<file path="config.mk">
export PLATFORM = sky130hd
export DESIGN_NAME = udp_tx_arbiter
export DESIGN_NICKNAME = d
export VERILOG_FILES = /design/src/rtl/udp_tx_arbiter.sv
export SDC_FILE = /design/constraint.sdc
export NUM_CORES = 1
export LEC_CHECK = 0
export BUFFER_PORTS_ARGS = -buffer_cell sky130_fd_sc_hd__buf_4
export CORE_AREA = 2 2 110 112
export DETAILED_ROUTE_END_ITERATION = 16
export DIE_AREA = 0 0 112 114
export PLACE_DENSITY_LB_ADDON = 0.3
export SYNTH_ARGS = -nofsm -noshare
export SYNTH_HDL_FRONTEND = slang
export SYNTH_SLANG_ARGS = --single-unit
</file>
<file path="constraint.sdc">
create_clock -name clk -period 5.6 [get_ports clk]
set_input_delay 1.12 -clock clk [delete_from_list [all_inputs] [get_ports clk]]
set_output_delay 1.12 -clock clk [all_outputs]
set_load 0.005 [all_outputs]
</file>
<file path="src/rtl/udp_tx_arbiter.sv">
// udp_tx_arbiter
//   Two-requester, whole-packet round-robin arbiter for the shared UDP TX path.
//   A grant covers one header handshake followed by payload beats through tlast.
//   A payload stall watchdog turns a stuck packet into a single tlast/tuser error
//   beat toward the stack, then silently drains the rest of the source packet.
//   The header and AXI-stream interfaces are flattened into plain ports. The
//   header is carried as one packed HDR_WIDTH-bit field bundle.
//   TIMEOUT_CYCLES must be below 2**CNT_WIDTH. A value of 0 disables the watchdog.
//   Optional build macro: UDP_TX_ARB_STATS_EN adds pkt_count0, pkt_count1 and
//   abort_count outputs.
module udp_tx_arbiter #(
    parameter int DATA_WIDTH     = 8,
    parameter int HDR_WIDTH      = 80,
    parameter int TIMEOUT_CYCLES = 1024,
    parameter int CNT_WIDTH      = 16
) (
    input  logic                  clk,
    input  logic                  reset_n,
    // requester 0
    input  logic                  s0_hdr_valid_i,
    output logic                  s0_hdr_ready_o,
    input  logic [HDR_WIDTH-1:0]  s0_hdr_data_i,
    input  logic [DATA_WIDTH-1:0] s0_tdata_i,
    input  logic                  s0_tvalid_i,
    output logic                  s0_tready_o,
    input  logic                  s0_tlast_i,
    input  logic                  s0_tuser_i,
    // requester 1
    input  logic                  s1_hdr_valid_i,
    output logic                  s1_hdr_ready_o,
    input  logic [HDR_WIDTH-1:0]  s1_hdr_data_i,
    input  logic [DATA_WIDTH-1:0] s1_tdata_i,
    input  logic                  s1_tvalid_i,
    output logic                  s1_tready_o,
    input  logic                  s1_tlast_i,
    input  logic                  s1_tuser_i,
    // toward the UDP stack
    output logic                  m_hdr_valid_o,
    input  logic                  m_hdr_ready_i,
    output logic [HDR_WIDTH-1:0]  m_hdr_data_o,
    output logic [DATA_WIDTH-1:0] m_tdata_o,
    output logic                  m_tvalid_o,
    input  logic                  m_tready_i,
    output logic                  m_tlast_o,
    output logic                  m_tuser_o,
    // status
    output logic [1:0]            grant,
    output logic                  busy
`ifdef UDP_TX_ARB_STATS_EN
    ,
    output logic [31:0]           pkt_count0,
    output logic [31:0]           pkt_count1,
    output logic [CNT_WIDTH-1:0]  abort_count
`endif
);

    typedef enum logic [2:0] {
        S_IDLE,
        S_HDR,
        S_PAYLOAD,
        S_ABORT,
        S_DRAIN
    } state_e;

    localparam bit                 WD_EN     = (TIMEOUT_CYCLES > 0);
    localparam logic [CNT_WIDTH:0] STALL_LIM = (CNT_WIDTH+1)'(TIMEOUT_CYCLES);

    // Requester signals packed per port so the owner can be selected by index.
    logic [1:0]                 hvalid, hready, tvalid, tready, tlast, tuser;
    logic [1:0][HDR_WIDTH-1:0]  hdata;
    logic [1:0][DATA_WIDTH-1:0] tdata;

    assign hvalid = {s1_hdr_valid_i, s0_hdr_valid_i};
    assign hdata  = {s1_hdr_data_i,  s0_hdr_data_i};
    assign tvalid = {s1_tvalid_i,    s0_tvalid_i};
    assign tdata  = {s1_tdata_i,     s0_tdata_i};
    assign tlast  = {s1_tlast_i,     s0_tlast_i};
    assign tuser  = {s1_tuser_i,     s0_tuser_i};

    assign s0_hdr_ready_o = hready[0];
    assign s1_hdr_ready_o = hready[1];
    assign s0_tready_o    = tready[0];
    assign s1_tready_o    = tready[1];

    state_e               state_q, state_d;
    logic [1:0]           grant_q, grant_d;
    logic                 last_q, last_d;     // index of the port that finished most recently
    logic [CNT_WIDTH-1:0] stall_q, stall_d;
    logic [CNT_WIDTH:0]   stall_inc;          // one bit wider so the limit test cannot wrap
    logic                 sel;

    // grant is one-hot whenever it is meaningful, so bit 1 is the owner index
    assign sel       = grant_q[1];
    assign stall_inc = {1'b0, stall_q} + (CNT_WIDTH+1)'(1);

    assign grant = grant_q;
    assign busy  = (state_q != S_IDLE);

    // State, owner, round-robin pointer and stall counter registers
    always_ff @(posedge clk or negedge reset_n) begin
        if (!reset_n) begin
            state_q <= S_IDLE;
            grant_q <= 2'b00;
            last_q  <= 1'b1;
            stall_q <= '0;
        end else begin
            state_q <= state_d;
            grant_q <= grant_d;
            last_q  <= last_d;
            stall_q <= stall_d;
        end
    end

    // Next-state logic and the combinational mux between owner and stack
    always_comb begin
        state_d       = state_q;
        grant_d       = grant_q;
        last_d        = last_q;
        stall_d       = stall_q;
        hready        = 2'b00;
        tready        = 2'b00;
        m_hdr_valid_o = 1'b0;
        m_hdr_data_o  = hdata[sel];
        m_tvalid_o    = 1'b0;
        m_tdata_o     = tdata[sel];
        m_tlast_o     = tlast[sel];
        m_tuser_o     = tuser[sel];

        case (state_q)
            S_IDLE: begin
                stall_d = '0;
                if (hvalid != 2'b00) begin
                    state_d = S_HDR;
                    // on a tie the port that did not finish last wins
                    if (hvalid == 2'b11) grant_d = last_q ? 2'b01 : 2'b10;
                    else                 grant_d = hvalid;
                end
            end

            S_HDR: begin
                m_hdr_valid_o = hvalid[sel];
                hready[sel]   = m_hdr_ready_i;
                if (hvalid[sel] && m_hdr_ready_i) state_d = S_PAYLOAD;
            end

            S_PAYLOAD: begin
                m_tvalid_o  = tvalid[sel];
                tready[sel] = m_tready_i;
                if (tvalid[sel] && m_tready_i) begin
                    // any transfer is progress, even if the stall limit was due now
                    stall_d = '0;
                    if (tlast[sel]) begin
                        last_d  = sel;
                        grant_d = 2'b00;
                        state_d = S_IDLE;
                    end
                end else if (!tvalid[sel]) begin
                    // only an empty source counts as a stall; stack backpressure does not
                    stall_d = (&stall_q) ? stall_q : stall_inc[CNT_WIDTH-1:0];
                    if (WD_EN && (stall_inc >= STALL_LIM)) state_d = S_ABORT;
                end
            end

            S_ABORT: begin
                // terminate the packet toward the stack with an error-marked beat
                m_tvalid_o = 1'b1;
                m_tlast_o  = 1'b1;
                m_tuser_o  = 1'b1;
                m_tdata_o  = '0;
                if (m_tready_i) state_d = S_DRAIN;
            end

            S_DRAIN: begin
                // swallow the rest of the source packet; nothing reaches the stack
                tready[sel] = 1'b1;
                if (tvalid[sel] && tlast[sel]) begin
                    last_d  = sel;
                    grant_d = 2'b00;
                    state_d = S_IDLE;
                end
            end

            default: begin
                grant_d = 2'b00;
                state_d = S_IDLE;
            end
        endcase
    end

`ifdef UDP_TX_ARB_STATS_EN
    logic                 pkt_fire, abort_fire;
    logic [31:0]          pkt0_q, pkt1_q;
    logic [CNT_WIDTH-1:0] abort_q;

    // only tlast beats forwarded in PAYLOAD count; drained packets are excluded
    assign pkt_fire   = (state_q == S_PAYLOAD) && tvalid[sel] && m_tready_i && tlast[sel];
    assign abort_fire = (state_q == S_ABORT) && m_tready_i;

    assign pkt_count0  = pkt0_q;
    assign pkt_count1  = pkt1_q;
    assign abort_count = abort_q;

    // Completed-packet and abort counters, free-running and wrapping
    always_ff @(posedge clk or negedge reset_n) begin
        if (!reset_n) begin
            pkt0_q  <= '0;
            pkt1_q  <= '0;
            abort_q <= '0;
        end else begin
            if (pkt_fire && !sel) pkt0_q <= pkt0_q + 32'd1;
            if (pkt_fire &&  sel) pkt1_q <= pkt1_q + 32'd1;
            if (abort_fire)       abort_q <= abort_q + CNT_WIDTH'(1);
        end
    end
`endif

endmodule
</file>
==> results of run 1 <==
## state kept, by name (all words and copies together), names as in the netlist
register  cells
last_q        1
state_q       3
grant         2
stall_q      16
## power by group
part           switching (W)  internal [W]
Clock              0.0000639      0.000142
Sequential          0.000102      0.000184
Combinational       0.000412      0.000646
## synthesized netlist by cell type, types with 2 or more instances
master | count | area, sq um
a21o_1 | 2 | 15.0
a21oi_1 | 11 | 55.1
a311o_1 | 2 | 20.0
a311oi_1 | 2 | 17.5
a31oi_1 | 8 | 50.1
a32oi_1 | 2 | 17.5
and2_1 | 3 | 18.8
and3_1 | 4 | 25.0
and4_1 | 4 | 35.0
buf_2 | 6 | 30.0
buf_6 | 2 | 22.5
clkbuf_1 | 16 | 60.1
dfrtp_1 | 21 | 526
inv_1 | 8 | 30.0
mux2_2 | 82 | 923
mux2_4 | 2 | 30.0
mux2i_1 | 13 | 130
nand2_1 | 16 | 60.1
nand3_1 | 12 | 60.1
nand4_1 | 8 | 50.1
nor2_1 | 22 | 82.6
nor2b_1 | 2 | 12.5
nor3_1 | 4 | 20.0
o211ai_1 | 2 | 15.0
o21ai_0 | 12 | 60.1
o22ai_1 | 3 | 18.8
o31ai_1 | 3 | 22.5
or2_2 | 2 | 12.5
or3_1 | 3 | 18.8
## critical path, stage by stage, from the launching register on
cell     delay [ps]
dfrtp_4         900
buf_4           590
mux2_2          410
buf_4           140
## cell families (layout without fill, tap and decap cells)
kind of cell	count (synthesis)	after routing	share of synthesized area (%)
muxes	97	97	41.1
and+or+nand+nor	84	84	16.2
AOI/OAI and AO/OA	59	59	15.0
buffers and inverters	33	300	5.70
DFF	22	22	20.9
xor gates and xnor gates	2	2	0.665
adders and majority gates	1	1	0.475
## layout by cell type (no fill, tap or decap), drive strengths merged, types with 4 or more instances in the layout
| cell type | n |
|---|---|
| buf | 288 |
| mux2 | 84 |
| nor2 | 22 |
| dfrtp | 21 |
| nand2 | 16 |
| mux2i | 13 |
| o21ai | 13 |
| nand3 | 12 |
| a21oi | 11 |
| a31oi | 9 |
| inv | 8 |
| nand4 | 8 |
| nor3 | 4 |
| and3 | 4 |
| and4 | 4 |
## metrics by stage
stage	utilization (%)	setup slack, ps
finish	42.4	2130
floorplan	-	2920
global route	42.4	2010
CTS	42.4	2130
detailed placement	41.5	2430
global placement	41.5	2470
## routing by layer
| layer | vias up | share of wire [%] |
|---|---|---|
| met2 | 122 | 49 |
| met1 | 1601 | 43 |
| met3 | 14 | 6.9 |
| li1 | 1653 | - |
| met4 | 0 | 1.5 |
| met5 | - | 0 |
## final cells by class
type	count	share of cell area, %
Tap cell	147	3.70
Clock inverter	1	0.604
Sequential cell	22	11.2
Multi-Input combinational cell	243	38.9
Clock buffer	3	1.51
Timing Repair Buffer	288	43.5
Inverter	8	0.604
## final timing paths
path,from,depth (start not counted),endpoint,slack [ps]
min in group asynchronous,reset_n,1,stall_q[1],750
max in group asynchronous,reset_n,1,last_q,4570
max reg2reg,grant[1],6,stall_q[11],2820
max,grant[1],3,m_hdr_data_o[46],2130
min reg2reg,last_q,2,last_q,510
min,last_q,2,last_q,510
==> impl_metrics.json, run 1 <==
{
  "first_global_vias": 3335,
  "netlist_area_sq_um": 2640,
  "drt_iter0_markers": 261,
  "worst_pin_slew_ps": 858,
  "power.total_w": 0.00155,
  "min_period_ps": 3470,
  "synth_warnings": 0,
  "dp_cells": 708,
  "use_met2_pct": 32.0,
  "vdd_drop_max_uv": 154,
  "ctsHoldBuffers": 0,
  "hold_ws_ps": 509,
  "clk_pin_slew_ps": 70,
  "synth_area_per_cell_sq_um": 8.85,
  "power.density_nw_per_um2": 312,
  "htree_num_levels": 1,
  "setup_tns_ps": 0,
  "ant_nets": 0,
  "drt-vias-per-instance": 4.76,
  "grt_pass1_wl_mm": 19.5,
  "initial_core_util_pct": 22.5,
  "die_w_microns": 112,
  "seq_area_sq_um": 556,
  "io_buffers": 286,
  "grt_most_used_layer": "met2",
  "synth_cell_types": 50,
  "io_pins": 287,
  "ys_seq_area_share_pct": 20.9,
  "cts_setup_buffers": 0,
  "core-area_sq_um": 11700,
  "antenna_found_initial": 0,
  "multiInputGateArea_sq_um": 1930,
  "clock.fmax_mhz": 288,
  "numCtsBuffers": 3,
  "clkSinkCount": 22,
  "place_congestion": 0.833,
  "cap_violations": 0,
  "drive_above_1_share_pct": 67.4,
  "synth_edf_count": 0,
  "post_cts_resize_count": 0,
  "rows": 40,
  "end_kind": "output pin",
  "clk_path_buf_depth": 2,
  "syn_nets": 487,
  "area_delta_synth_final_pct": 88.6,
  "synthCells": 298,
  "dieArea_sq_um": 12800,
  "synthArstFlopShare_pct": 100,
  "use_met1_pct": 26.6,
  "maxSlewHeadroom_pct": 42.4,
  "placed_area_sq_um": 4870,
  "routedWlPerCell_microns": 19.0,
  "final_area_sq_um": 4970,
  "clk_latency_ps": 260,
  "crit_arrival_ps": 2350,
  "drc": 0,
  "ys.flop_type": "dfrtp_1",
  "gr-usage-met3_pct": 4.94,
  "firstDrtPassIters": 4,
  "cts_root_buffer": "clkbuf_16",
  "required_ps": 4480,
  "clock_skew_ps": 3.28,
  "layout.nets": 755,
  "setup_viol_count_final": 0,
  "slew_viol_final": 0,
  "critPathMaxFanout": 59,
  "hold_viol_final": 0,
  "postRouteWirelength_mm": 13.5,
  "dpl.hpwl_mm": 11.5,
  "holdCritPathClass": "reg -> reg",
  "synth-seq-cells": 22,
  "period_share_pct": 62.0,
  "grt_max_degree": 60,
  "grt.total_usage_pct": 19.5,
  "final_cells": 712,
  "worstSetupStartpointType": "flop",
  "gr-total-overflow": 0,
  "p_leak_nw": 2.44,
  "fillers": 1199,
  "num_antenna_cells": 0,
  "outcome": "complete, no violations",
  "tritoncts": "built",
  "rsz0062_at_grt": "false",
  "path_class": "reg -> out",
  "vias": 3390,
  "die_h_microns": 114
}
No activity file was read; power rests on OpenSTA's default activity.
==> run 2, diff against run 1 <==
--- a/config.mk
+++ b/config.mk
@@ -5,10 +5,11 @@
 export SDC_FILE = /design/constraint.sdc
 export NUM_CORES = 1
 export LEC_CHECK = 0
+export ABC_AREA = 1
 export BUFFER_PORTS_ARGS = -buffer_cell sky130_fd_sc_hd__buf_4
-export CORE_AREA = 2 2 110 112
+export CORE_AREA = 2 2 112 114
 export DETAILED_ROUTE_END_ITERATION = 16
-export DIE_AREA = 0 0 112 114
+export DIE_AREA = 0 0 114 116
 export PLACE_DENSITY_LB_ADDON = 0.3
 export SYNTH_ARGS = -nofsm -noshare
 export SYNTH_HDL_FRONTEND = slang
==> constraint.sdc (replaced) <==
create_clock -name clk -period 3.5 [get_ports clk]
set_input_delay 0.7 -clock clk [delete_from_list [all_inputs] [get_ports clk]]
set_output_delay 0.7 -clock clk [all_outputs]
set_load 0.005 [all_outputs]
==> run 2 against run 1 <==
Against the previous run: routed wire length is 6.9% higher; via count up 20%; clock power is 20% higher; first-iteration DRC count decreased by 6.9%; global-route usage is 1.1 points higher; sequential share of layout area down 0.075 points; cell area is 0.68% higher; sequential cell count is the same; highest routed layer unchanged; combinational power increased by 110%; core utilization decreased by 0.43 points; register-to-register slack lost 1700 ps; sequential power up 31%.
==> impl_metrics.json, run 2 <==
{
  "tritoncts": "built",
  "critPathMaxStageDelay_ps": 610,
  "cap_violations": 0,
  "synthCells": 523,
  "p_clk_share_pct": 8.7,
  "ys_seq_area_share_pct": 20.7,
  "crit_slowest_cell": "dfrtp_4",
  "end_kind": "output pin",
  "drc": 0,
  "synthTopCellsByArea": "nand2_1, dfrtp_1, inv_1",
  "firstDrtPassIters": 4,
  "synth_warnings": 0,
  "routedWlPerCell_microns": 15.4,
  "cp-startpoint": "grant[1]",
  "clock_skew_ps": 3.72,
  "synth_edf_count": 0,
  "first_global_vias": 3991,
  "ctsHoldBuffers": 0,
  "die_h_microns": 116,
  "rr_endpoint": "stall_q[8]",
  "drive_above_1_share_pct": 38.9,
  "r2r_slack_ps": 1080,
  "yosys-top-cells-count": "nand2_1, inv_1, dfrtp_1, nor2_1, clkbuf_1",
  "crit_arrival_ps": 1970,
  "worst_pin_slew_ps": 532,
  "maxSlewHeadroom_pct": 64.6,
  "path_cells": "inv_4, buf_12, nand2_1, nand2_1, nand2_1, inv_1, buf_4",
  "post_cts_resize_count": 0,
  "setup_tns_ps": 0,
  "holdCritPathClass": "in -> async",
  "clk_path_buf_depth": 2,
  "regMostFlops": "stall_q",
  "ant_nets": 0,
  "drt_iter0_markers": 243,
  "rows": 40,
  "clock.fmax_mhz": 374,
  "cts_setup_buffers": 0,
  "place_congestion": 0.919,
  "clkSinkCount": 22,
  "numCtsBuffers": 3,
  "p_int_w": 0.00146,
  "clk_latency_ps": 260,
  "initial_core_util_pct": 22.3,
  "drt-vias-per-instance": 4.35,
  "worstRegToRegCells": 10,
  "layout_common_cells": "nand2_1, buf_4, inv_1, nor2_1, dfrtp_1",
  "vias": 4084,
  "cpLargestDelayFamily": "buffers and inverters",
  "path_class": "reg -> out",
  "path_common_cell": "nand2_1",
  "cp-endpoint": "m_tdata_o[5]",
  "post-place-ws_ps": 1090,
  "htree_num_levels": 1,
  "postRouteWirelength_mm": 14.5,
  "rsz0062_at_grt": "false",
  "io_pins": 287,
  "gr-total-overflow": 0,
  "num_antenna_cells": 0,
  "largest_reg_flops": 16,
  "dieArea_sq_um": 13200,
  "syn_nets": 712,
  "timing.rr.start": "grant[1]",
  "yosysMostFrequentCell": "nand2_1",
  "worstSetupStartpointType": "flop",
  "synthArstFlopShare_pct": 100,
  "synth-seq-cells": 22,
  "critical_path_depth": 7,
  "swShare_pct": 48.6,
  "synth_area_per_cell_sq_um": 5.09,
  "synth_top_area_share_pct": 46.8,
  "core-area_sq_um": 11900,
  "slew_viol_final": 0,
  "cts_root_buffer": "clkbuf_16",
  "ys.flop_type": "dfrtp_1",
  "grt_pass1_wl_mm": 21.2,
  "grt_max_degree": 53,
  "pwr-share-seq_pct": 13.2,
  "power.density_nw_per_um2": 569,
  "hold_viol_final": 0,
  "clk_pin_slew_ps": 60,
  "layout.nets": 982,
  "period_share_pct": 76.4,
  "min_period_ps": 2670,
  "outcome": "complete, no violations",
  "setup_viol_count_final": 0,
  "final_common_cell": "nand2_1",
  "synth_cell_types": 33,
  "critPathBufInv": 4,
  "setup_ws_ps": 826,
  "critPathMaxFanout": 51,
  "grt.total_usage_pct": 20.6,
  "p_sw_w": 0.00138,
  "area_delta_synth_final_pct": 88.1,
  "die_w_microns": 114,
  "antenna_found_initial": 0,
  "required_ps": 2800,
  "power_frac_comb_pct": 78.1,
  "netlist_area_sq_um": 2660,
  "synth_area_leader_cell": "nand2_1",
  "vdd_drop_max_uv": 245,
  "io_buffers": 286,
  "p_leak_nw": 3.00,
  "dpl.hpwl_mm": 12.1
}
[run 2: layer usage]
metal	up-vias	part of all wire [%]	wire length [microns]	track usage (%)
li1	2143	-	-	-
met1	1771	41	5890	25.3
met2	153	49	7040	35.4
met3	17	9.0	1290	6.96
met4	0	1.6	232	4.15
met5	-	0	0	0
[run 2: metrics by stage]
| stage | total power (W) | hold slack [ps] | instances | cell area (sq um) | utilization [%] |
|---|---|---|---|---|---|
| after floorplan | 0.00145 | 404 | 523 | 2660 | - |
| after global placement | 0.00263 | 492 | 935 | 4930 | 41.4 |
| after detailed placement | 0.00262 | 500 | 935 | 4930 | 41.4 |
| after CTS | 0.00289 | 343 | 939 | 5000 | 42.0 |
| after global routing | 0.00312 | 361 | 939 | 5000 | 42.0 |
| final | 0.00285 | 328 | 939 | 5000 | 42.0 |
[run 2: layout make-up]
class / instances / area (sq um)
Timing Repair Buffer: 289 / 2180
Fill cell: 1316 / 6910
Multi-Input combinational cell: 436 / 1850
Tap cell: 147 / 184
Sequential cell: 22 / 556
Clock buffer: 4 / 78.8
Inverter: 41 / 156
[run 2: power groups by stage]
| stage | clock, W | combinational (W) | sequential (W) |
|---|---|---|---|
| 3_5_place_dp | 0 | 0.00224 | 0.000379 |
| 3_3_place_gp | 0 | 0.00225 | 0.000378 |
| 2_1_floorplan | 0 | 0.00112 | 0.000330 |
| 5_1_grt | 0.000257 | 0.00248 | 0.000385 |
| 6_report | 0.000248 | 0.00222 | 0.000376 |
| 4_1_cts | 0.000253 | 0.00226 | 0.000376 |
[run 2: cell families after synthesis]
group / Yosys count / synth area share [%]
AOI/OAI and AO/OA: 34 / 7.85
buffers and inverters: 65 / 9.83
DFF: 22 / 20.7
and+or+nand+nor: 396 / 59.5
adders and majority gates: 1 / 0.470
xor gates and xnor gates: 5 / 1.65
[run 2: how the worst min path moves through the flow]
stage / from / to / slack, ps
6_report: reset_n / stall_q[12] / 330
3_3_place_gp: last_q / last_q / 490
2_1_floorplan: reset_n / grant[0] / 400
4_1_cts: reset_n / stall_q[15] / 340
3_5_place_dp: last_q / last_q / 500
5_1_grt: reset_n / stall_q[9] / 360
